`config.mk`:
```
export PLATFORM = sky130hd
export DESIGN_NAME = ex_muldiv
export DESIGN_NICKNAME = d
export VERILOG_FILES = /design/src/rtl/ex_muldiv_pkg.sv /design/src/rtl/ex_muldiv_core.sv /design/src/rtl/ex_muldiv.sv
export SDC_FILE = /design/constraint.sdc
export NUM_CORES = 1
export LEC_CHECK = 0
export BUFFER_PORTS_ARGS = -buffer_cell sky130_fd_sc_hd__clkbuf_2
export CORE_UTILIZATION = 62
export DETAILED_ROUTE_END_ITERATION = 7
export GPL_TIMING_DRIVEN = 1
export PLACE_DENSITY = 0.82
export SKIP_LAST_GASP = 1
export SLEW_MARGIN = 30
export SYNTH_ARGS = -nofsm -noshare
export SYNTH_HDL_FRONTEND = slang
export SYNTH_SLANG_ARGS = --single-unit
export TNS_END_PERCENT = 5
```
`constraint.sdc`:
```
create_clock -name clk -period 4.14 [get_ports clk]
set_clock_uncertainty 0.05 [all_clocks]
set_input_delay 0.207 -clock clk [delete_from_list [all_inputs] [get_ports clk]]
set_output_delay 0.207 -clock clk [all_outputs]
set_load 0.01 [all_outputs]
```
`src/rtl/ex_muldiv_pkg.sv`:
```
// Shared types for the iterative RV M-extension unit: funct3 op codes, FSM states
// and op-classification helpers used by the sequencer.
package ex_muldiv_pkg;

  typedef enum logic [2:0] {
    MD_OP_MUL    = 3'b000,
    MD_OP_MULH   = 3'b001,
    MD_OP_MULHSU = 3'b010,
    MD_OP_MULHU  = 3'b011,
    MD_OP_DIV    = 3'b100,
    MD_OP_DIVU   = 3'b101,
    MD_OP_REM    = 3'b110,
    MD_OP_REMU   = 3'b111
  } md_op_e;

  typedef enum logic [1:0] {
    MD_IDLE = 2'd0,
    MD_CALC = 2'd1,
    MD_FIX  = 2'd2,
    MD_DONE = 2'd3
  } md_state_e;

  function automatic logic md_is_div(input md_op_e op);
    return op[2];
  endfunction

  function automatic logic md_is_rem(input md_op_e op);
    return op[2] & op[1];
  endfunction

  // MUL needs no sign handling: the low half of the product is sign-agnostic.
  function automatic logic md_rs1_signed(input md_op_e op);
    return op inside {MD_OP_MULH, MD_OP_MULHSU, MD_OP_DIV, MD_OP_REM};
  endfunction

  function automatic logic md_rs2_signed(input md_op_e op);
    return op inside {MD_OP_MULH, MD_OP_DIV, MD_OP_REM};
  endfunction

endpackage

```
`src/rtl/ex_muldiv_core.sv`:
```
// Unsigned radix-2 datapath: shift-add multiply or restoring divide, one bit per step.
// hi/lo hold product high/low halves, or remainder/quotient when dividing.
module ex_muldiv_core #(
  parameter int XLEN = 32
) (
  input  logic            clk,
  input  logic            load_i,
  input  logic            step_i,
  input  logic            div_i,
  input  logic [XLEN-1:0] a_i,
  input  logic [XLEN-1:0] b_i,
  output logic [XLEN-1:0] hi_o,
  output logic [XLEN-1:0] lo_o
);

  logic [XLEN-1:0] hi_q, hi_d;
  logic [XLEN-1:0] lo_q, lo_d;
  logic [XLEN-1:0] b_q, b_d;
  logic            div_q, div_d;
  logic [XLEN:0]   sum;
  logic [XLEN:0]   shifted;
  logic [XLEN:0]   trial;

  always_comb begin
    // NOTE: every always_comb output gets a default first so no path leaves it unassigned (no latch).
    hi_d    = hi_q;
    lo_d    = lo_q;
    b_d     = b_q;
    div_d   = div_q;
    sum     = {1'b0, hi_q} + (lo_q[0] ? {1'b0, b_q} : '0);
    shifted = {hi_q, lo_q[XLEN-1]};
    trial   = shifted - {1'b0, b_q};
    if (load_i) begin
      hi_d  = '0;
      lo_d  = a_i;
      b_d   = b_i;
      div_d = div_i;
    end else if (step_i) begin
      if (div_q) begin
        // A clear top bit means the trial subtraction did not borrow: keep it, quotient bit 1.
        if (!trial[XLEN]) begin
          hi_d = trial[XLEN-1:0];
          lo_d = {lo_q[XLEN-2:0], 1'b1};
        end else begin
          hi_d = shifted[XLEN-1:0];
          lo_d = {lo_q[XLEN-2:0], 1'b0};
        end
      end else begin
        hi_d = sum[XLEN:1];
        lo_d = {sum[0], lo_q[XLEN-1:1]};
      end
    end
  end

  // NOTE: datapath registers carry no reset; they are always loaded before the FSM reads them.
  always_ff @(posedge clk) begin
    hi_q  <= hi_d;
    lo_q  <= lo_d;
    b_q   <= b_d;
    div_q <= div_d;
  end

  assign hi_o = hi_q;
  assign lo_o = lo_q;

endmodule

```
`src/rtl/ex_muldiv.sv`:
```
// Iterative RV M-extension unit beside the EX ALU: sequencing FSM, sign pre/post
// processing and early-out special divide cases around the unsigned core.
module ex_muldiv
  import ex_muldiv_pkg::*;
#(
  parameter int XLEN      = 32,
  parameter int REGADDR_W = 5
) (
  input  logic                 clk,
  input  logic                 rst,
  input  logic                 start_i,
  input  logic                 flush_i,
  input  logic [2:0]           op_i,
  input  logic [XLEN-1:0]      reg1_i,
  input  logic [XLEN-1:0]      reg2_i,
  input  logic [REGADDR_W-1:0] wd_i,
  input  logic                 wreg_i,
  output logic                 stallreq_o,
  output logic                 done_o,
  output logic [XLEN-1:0]      wdata_o,
  output logic [REGADDR_W-1:0] wd_o,
  output logic                 wreg_o
);

  localparam int CNT_W = $clog2(XLEN);
  localparam logic [XLEN-1:0] MOST_NEG = {1'b1, {(XLEN-1){1'b0}}};
  localparam logic [CNT_W-1:0] CNT_LAST = CNT_W'(XLEN - 1);

  md_state_e            state_q, state_d;
  md_op_e               op_q, op_d;
  logic [REGADDR_W-1:0] wd_q, wd_d;
  logic                 wreg_q, wreg_d;
  logic                 neg_q, neg_d;
  logic                 done_q, done_d;
  logic [XLEN-1:0]      wdata_q, wdata_d;
  logic [CNT_W-1:0]     cnt_q, cnt_d;

  md_op_e              op_in;
  logic                s1, s2, neg_in, special;
  logic [XLEN-1:0]     a_mag, b_mag, special_res;
  logic                core_load, core_step;
  logic [XLEN-1:0]     core_hi, core_lo;
  logic [2*XLEN-1:0]   prod_fix;
  logic [XLEN-1:0]     quot_fix, rem_fix, fix_res;

  assign op_in = md_op_e'(op_i);

  always_comb begin
    s1     = md_rs1_signed(op_in) & reg1_i[XLEN-1];
    s2     = md_rs2_signed(op_in) & reg2_i[XLEN-1];
    a_mag  = s1 ? -reg1_i : reg1_i;
    b_mag  = s2 ? -reg2_i : reg2_i;
    // The remainder takes the dividend's sign; everything else the product of signs.
    unique case (op_in)
      MD_OP_MULH, MD_OP_DIV:   neg_in = s1 ^ s2;
      MD_OP_MULHSU, MD_OP_REM: neg_in = s1;
      default:                 neg_in = 1'b0;
    endcase
    special     = 1'b0;
    special_res = '0;
    if (md_is_div(op_in)) begin
      if (reg2_i == '0) begin
        special     = 1'b1;
        special_res = md_is_rem(op_in) ? reg1_i : '1;
      end else if ((op_in inside {MD_OP_DIV, MD_OP_REM}) &&
                   reg1_i == MOST_NEG && reg2_i == '1) begin
        special     = 1'b1;
        special_res = (op_in == MD_OP_REM) ? '0 : reg1_i;
      end
    end
  end

  always_comb begin
    prod_fix = neg_q ? -{core_hi, core_lo} : {core_hi, core_lo};
    quot_fix = neg_q ? -core_lo : core_lo;
    rem_fix  = neg_q ? -core_hi : core_hi;
    unique case (op_q)
      MD_OP_MUL:                            fix_res = prod_fix[XLEN-1:0];
      MD_OP_MULH, MD_OP_MULHSU, MD_OP_MULHU: fix_res = prod_fix[2*XLEN-1:XLEN];
      MD_OP_DIV, MD_OP_DIVU:                fix_res = quot_fix;
      default:                              fix_res = rem_fix;
    endcase
  end

  always_comb begin
    state_d   = state_q;
    op_d      = op_q;
    wd_d      = wd_q;
    wreg_d    = wreg_q;
    neg_d     = neg_q;
    done_d    = 1'b0;
    wdata_d   = wdata_q;
    cnt_d     = cnt_q;
    core_load = 1'b0;
    core_step = 1'b0;
    unique case (state_q)
      MD_IDLE: begin
        if (start_i && !flush_i) begin
          op_d   = op_in;
          wd_d   = wd_i;
          wreg_d = wreg_i;
          neg_d  = neg_in;
          cnt_d  = '0;
          if (special) begin
            wdata_d = special_res;
            done_d  = 1'b1;
            state_d = MD_DONE;
          end else begin
            core_load = 1'b1;
            state_d   = MD_CALC;
          end
        end
      end
      MD_CALC: begin
        core_step = 1'b1;
        if (cnt_q == CNT_LAST) begin
          cnt_d   = '0;
          state_d = MD_FIX;
        end else begin
          cnt_d = cnt_q + 1'b1;
        end
      end
      MD_FIX: begin
        wdata_d = fix_res;
        done_d  = 1'b1;
        state_d = MD_DONE;
      end
      default: state_d = MD_IDLE;
    endcase
    // A flush discards the op in flight; the previous result stays on wdata_o.
    if (flush_i) begin
      state_d   = MD_IDLE;
      done_d    = 1'b0;
      wdata_d   = wdata_q;
      cnt_d     = '0;
      core_load = 1'b0;
      core_step = 1'b0;
    end
  end

  // NOTE: state is updated with non-blocking assignments so every flop samples pre-edge values.
  always_ff @(posedge clk) begin
    if (!rst) begin
      state_q <= MD_IDLE;
      op_q    <= MD_OP_MUL;
      wd_q    <= '0;
      wreg_q  <= 1'b0;
      neg_q   <= 1'b0;
      done_q  <= 1'b0;
      wdata_q <= '0;
      cnt_q   <= '0;
    end else begin
      state_q <= state_d;
      op_q    <= op_d;
      wd_q    <= wd_d;
      wreg_q  <= wreg_d;
      neg_q   <= neg_d;
      done_q  <= done_d;
      wdata_q <= wdata_d;
      cnt_q   <= cnt_d;
    end
  end

  ex_muldiv_core #(.XLEN(XLEN)) u_core (
    .clk    (clk),
    .load_i (core_load),
    .step_i (core_step),
    .div_i  (md_is_div(op_in)),
    .a_i    (a_mag),
    .b_i    (b_mag),
    .hi_o   (core_hi),
    .lo_o   (core_lo)
  );

  assign stallreq_o = (state_q == MD_IDLE && start_i && !flush_i) ||
                      state_q == MD_CALC || state_q == MD_FIX;
  assign done_o     = done_q;
  assign wdata_o    = wdata_q;
  assign wd_o       = wd_q;
  assign wreg_o     = wreg_q & done_q;

endmodule

```
After elaboration in Yosys (flattened, before gate mapping) --
Index checks and enable logic that the tools add are counted. W data, S select, Z words.
Cells by class: $add $sub $neg 8, multiply operators 0, div/mod/pow operators 0, magnitude comparators 0, equal/unequal tests 17, shift-type cells 0, muxes and demuxes 41, bitwise operators 7, reductions and logical operators 26
Operators by type and width (count):
- $mux W32 | 17
- $neg A32 Y32 | 4
- $pmux W32 S3 | 1
- $eq A32 B32 Y1 const B | 2
- $mux W64 | 1
- $neg A64 Y64 | 1
- $pmux W32 S2 | 1
- $add A32 B33 Y33 | 1
- $sub A33 B32 Y33 | 1
- $logic_not A32 Y1 | 1
- $eq A3 B3 Y1 const B | 4
- $mux W1 | 12
- $mux W5 | 2
- $pmux W5 S2 | 1
- $eq A3 B2 Y1 const B | 3
- $reduce_bool A2 Y1 | 4
- $reduce_or A2 Y1 | 4
- $eq A3 B1 Y1 const B | 2
- $mux W2 | 3
- $ne A2 B2 Y1 const B | 3
- $pmux W2 S3 | 1
- $reduce_and A2 Y1 | 3
- $add A5 B1 Y5 const B | 1
- $eq A5 B5 Y1 const B | 1
- other kinds (15) | 25
Storage, ports and cells: register bits after elaboration 147, bits in latches 0, bits in writable memories 0, bits in read-only memories 0, input port bits 77, output and inout port bits 40, word-level logic and storage cells 111, memories kept 0

Longest topological paths before layout --
depth after elaboration 12, depth in mapped cells 15, depth with buffers taken out 13

Cells and area by module --
From an unflattened synthesis, not the netlist that was laid out.
Second synthesis, totals: cell total of the unflattened synthesis 1929, area, all modules 14918.1 µm²
Modules (own cells, without submodules):
- ex_muldiv_core | times used 1, cells each 929, area an instance 8080.2 µm²
- ex_muldiv | times used 1, cells each 1000, area an instance 6837.8 µm²

Worst setup path after synthesis --
Ideal clock, no wire load.
path type input port to flip-flop, start in reg1_i[0], end reg u_core.lo_q[0], in the netlist u_core.lo_o[0] (enable), data arrival time 2.916 ns, required time 3.612 ns, slack 0.696 ns, stages 11, buffers on the path 2, path through inv_1 > ha_1 > nor3b_1 > nand4_1 > nor4b_2 > and4_1 > o21ai_1 > nand2_1 > clkbuf_1 > buf_2 > nand2_1
On the way: longest elaborated chain between the ends 11
Ends and longest elaborated chain:
- start, declared | RTL line ex_muldiv.sv:14 | input logic [XLEN-1:0] reg1_i,
- $eq A32 B32 Y1 | RTL line ex_muldiv.sv:66 | reg1_i == MOST_NEG && reg2_i == '1) begin
- $logic_and A1 B1 Y1 | RTL line ex_muldiv.sv:65 | end else if ((op_in inside {MD_OP_DIV, MD_OP_REM}) &&
- $logic_and A1 B1 Y1 | RTL line ex_muldiv.sv:66
- $mux W1 | RTL line ex_muldiv.sv:65
- $mux W1 | RTL line ex_muldiv.sv:62 | if (reg2_i == '0) begin
- $mux W1 | RTL line ex_muldiv.sv:61 | if (md_is_div(op_in)) begin
- $mux W1 | RTL line ex_muldiv.sv:104 | if (special) begin
- $mux W1 | RTL line ex_muldiv.sv:98 | if (start_i && !flush_i) begin
- $mux W1 | RTL line ex_muldiv.sv:96 | unique case (state_q)
- $mux W1 | RTL line ex_muldiv.sv:131 | if (flush_i) begin
- $reduce_bool A2 Y1 (no source line)
- end signal, assigned | RTL line ex_muldiv_core.sv:58 | lo_q <= lo_d;
- end, declared | RTL line ex_muldiv_core.sv:17 | logic [XLEN-1:0] lo_q, lo_d;
Every way passes these cells. A chain may end at the register's enable or synchronous reset.

Final worst setup path --
start reg u_core.hi_q[0], in the netlist u_core.hi_o[0], end reg u_core.hi_q[2], in the netlist u_core.hi_o[2]
On the way: longest elaborated chain between the ends 3, elaborated cells on any way between the ends 4, those cells by class add/sub (2); mux (2)
Ends and longest elaborated chain:
- start, declared | RTL line ex_muldiv_core.sv:16 | logic [XLEN-1:0] hi_q, hi_d;
- start signal, assigned | RTL line ex_muldiv_core.sv:57 | hi_q <= hi_d;
- $sub A33 B32 Y33 | RTL line ex_muldiv_core.sv:32 | trial = shifted - {1'b0, b_q};
- $mux W32 | RTL line ex_muldiv_core.sv:41 | if (!trial[XLEN]) begin
- $mux W32 * | RTL line ex_muldiv_core.sv:39 | if (div_q) begin
Every way passes the cells marked *; elsewhere a longest branch is shown, timed or not.

==> results.cfg <==
[status]
status = finished, violations left
violations = DRC

[drt]
first_pass_iters = 8
drt_wl_total_um = 46200
drc = 1
viasPerCell = 6.73
ant_nets = 0
drt_iter0_markers = 1762
vias = 14778
routedWlPerCell_um = 21.0

[cts]
cts_setup_buffers = 0
cts_max_level = 4
cts_buffer_depth = 2
cts-root-buf = clkbuf_16
clock_latency_ps = 440
cts_buffers = 17
cts_tree = yes
clkTransAtPathRegs_ps = 70
cts.sink_count = 147

[power]
p_leak_uw = 0.00641
swShare_pct = 37.1
pwr-share-comb_pct = 32.5
net-switching-power_uw = 1790
clockPowerShare_pct = 31.9
internal-power_uw = 3040
power_density_mw_per_mm2 = 312
peakVddDrop_v = 0.000293
pwr-share-seq_pct = 35.6

[placement]
dp_hpwl_um = 34800
gp_congestion = 1.03
dp.cells = 2158
place.port_buffers = 116

[global_route]
grt_pass1_wl_um = 70200
grt_max_degree = 51
met3_usage_pct = 7.04
antenna_found_initial = 0
grt_use_met1_pct = 55.1
gr-usage-met2_pct = 59.6
grt-ovfl-total = 0
grt_busiest_layer = met2
grt_usage_pct = 39.7
grt_pass1_vias = 13075

[floorplan]
chipHeight_um = 152
io_pins = 117
die_w_um = 152
rows = 54
start_util_pct = 63.5
core_area_sq_mm = 0.0219
die-area_sq_mm = 0.0230

[yosys]
synth_edf_count = 65
synth_warnings = 0
avgSynthCellArea_sq_um = 7.65
postSynthCellCount = 1815
yosysUniqueCellTypes = 83
syn_nets = 1969
synth_area_sq_mm = 0.0139
ys_ff_latch = 147
ys.flop_type = dfxtp_1
synth-seq-area-share_pct = 25.9
ys_async_sr_fraction_pct = 0

[final_layout]
stdcell_count = 2196
drive_gt1_share_pct = 13.5
finalNetCount = 2057
num_antenna_cells = 0
syn2layout_area_growth_pct = 11.7

[setup_path]
arrival_ps = 4190
endpoint_kind = flip-flop
slowest_delay_ps = 560
path_max_fanout = 17
cp.required_ps = 4450
crit_type = flip-flop to flip-flop
worstSetupStartpointType = flip-flop
slowest_stage = o41a_1
worstPathCellList = inv_1 -> fa_1 -> nand2b_1 -> a21o_1 -> a31o_2 -> nand2_1 -> a31oi_1 -> o41a_1 -> xnor2_4 -> buf_12 -> nand3_1 -> a311o_1 -> a21oi_1

[sta]
slew_viol_final = 0
relSlewSlack_pct = 39.0
setup_viol = 0
period_needed_ps = 3880
timing.fmax_mhz = 258
hold_viol_final = 0
fin_setup_tns_ps = 0
fin_crit_sh_pct = 93.7
tightest_slew_ps = 914
rsz0062_at_grt = false

[hold_path]
hold_path_class = primary input to flip-flop

[job]
cap_violations = 0
[cells by family after synthesis]
logic type                 after synthesis  share of synthesized area (%)
buffers and inverters                  171                           5.02
adders and majority gates               77                           7.04
xor gates and xnor gates               168                           10.6
DFF                                    147                           25.9
muxes                                   42                           3.11
AOI/OAI and AO/OA                      590                           26.8
and+or+nand+nor                        620                           21.5
[cells in the mapped netlist (all sizes together), types with 27 or more instances]
library cell	number	share of area, %
clkbuf	86	2.3
nor2	204	5.5
nand3	35	1.3
ha	75	6.8
o22ai	27	1.2
o31ai	30	1.7
nand2	164	4.4
a21oi	180	6.5
o21ai	141	5.1
inv	59	1.6
edfxtp	65	14
dfxtp	82	12
nand2b	29	1.3
nor3	36	1.4
xnor2	93	5.9
mux2i	33	2.4
xor2	75	4.7
[worst max-delay path: cells and delay by family, from the launching register on]
family | cells | cell delay, ps
AOI/OAI and AO/OA | 6 | 1650
adders and majority gates | 1 | 450
buffers and inverters | 2 | 380
DFF | 1 | 490
xor gates and xnor gates | 1 | 350
and+or+nand+nor | 3 | 400
[worst paths after layout]
| path | startpoint | end | slack [ps] | depth (start not counted) |
|---|---|---|---|---|
| setup / recovery | u_core.hi_o[0] | u_core.hi_o[2] | 260 | 13 |
| setup reg to reg | u_core.hi_o[0] | u_core.hi_o[2] | 260 | 13 |
| hold reg to reg | wd_o[3] | wd_o[3] | 410 | 2 |
| hold / removal | reg2_i[0] | u_core.b_q[0] | 30 | 1 |
[repair_timing]
item / in CTS / in global routing
hold endpoints to repair: 6 / 0
setup endpoints to repair: 0 / 3
hold buffers: 6 / 0
gates resized for setup: 0 / 1
[state kept, by name (all words and copies together), names as in the netlist]
signal / count
op_q: 3
neg_q: 1
wdata_o: 32
u_core.b_q: 32
u_core.lo_o: 32
wd_o: 5
done_o: 1
wreg_q: 1
state_q: 2
u_core.hi_o: 32
u_core.div_q: 1
cnt_q: 5
[layout make-up]
class / instances / area, sq um
fillers: 1829 / 6370
clock inverters: 13 / 113
inverters: 60 / 225
well taps: 280 / 350
flip-flops and latches: 147 / 3590
multi-input cells: 1497 / 9630
repair buffers: 180 / 1150
clock buffers: 19 / 454
[per-layer routing]
layer | up-vias | part of all wire [%] | routed length [um]
met4 | 0 | 4.3 | 2000
met2 | 910 | 43 | 19800
li1 | 6840 | - | -
met5 | - | 0 | 0
met3 | 152 | 11 | 5250
met1 | 6876 | 41 | 19100
[cell usage in the layout, fill, tap and decap left out, types with 18 or more instances in the layout]
cell type | netlist | routed
nor2_1 | 204 | 204
a21oi_1 | 180 | 179
nand2_1 | 164 | 163
o21ai_0 | 134 | 134
clkbuf_2 | 0 | 116
xnor2_1 | 92 | 91
dfxtp_1 | 82 | 81
xor2_1 | 75 | 75
ha_1 | 75 | 75
edfxtp_1 | 65 | 65
inv_1 | 59 | 58
buf_4 | 1 | 52
nand3_1 | 35 | 35
nor3_1 | 34 | 34
mux2i_1 | 33 | 33
nand2b_1 | 29 | 29
o31ai_1 | 29 | 29
o22ai_1 | 27 | 27
a21o_1 | 26 | 26
a31oi_1 | 24 | 24
a211oi_1 | 23 | 23
nor2b_1 | 22 | 22
nand4_1 | 18 | 18
clkbuf_16 | 0 | 18
[power by group through the flow]
| stage | registers (uW) | logic [uW] | clock network, uW |
|---|---|---|---|
| after CTS | 1720 | 1520 | 1520 |
| final | 1720 | 1570 | 1540 |
| after detailed placement | 1750 | 1500 | 0 |
| after floorplan | 1710 | 1070 | 0 |
| after global placement | 1750 | 1490 | 0 |
| after global routing | 1730 | 1700 | 1580 |
[through the flow]
stage,setup WS [ps],hold WS (ps),instance area [sq um],power (uW),util (%)
finish,262,28.6,15500,4840,70.9
detailed placement,206,393,14900,3250,67.9
global placement,317,382,14900,3230,67.9
CTS,202,35.0,15500,4760,70.8
floorplan,696,256,13900,2780,-
global route,41.0,45.4,15500,5010,70.9
(Power assumes the default switching activity.)
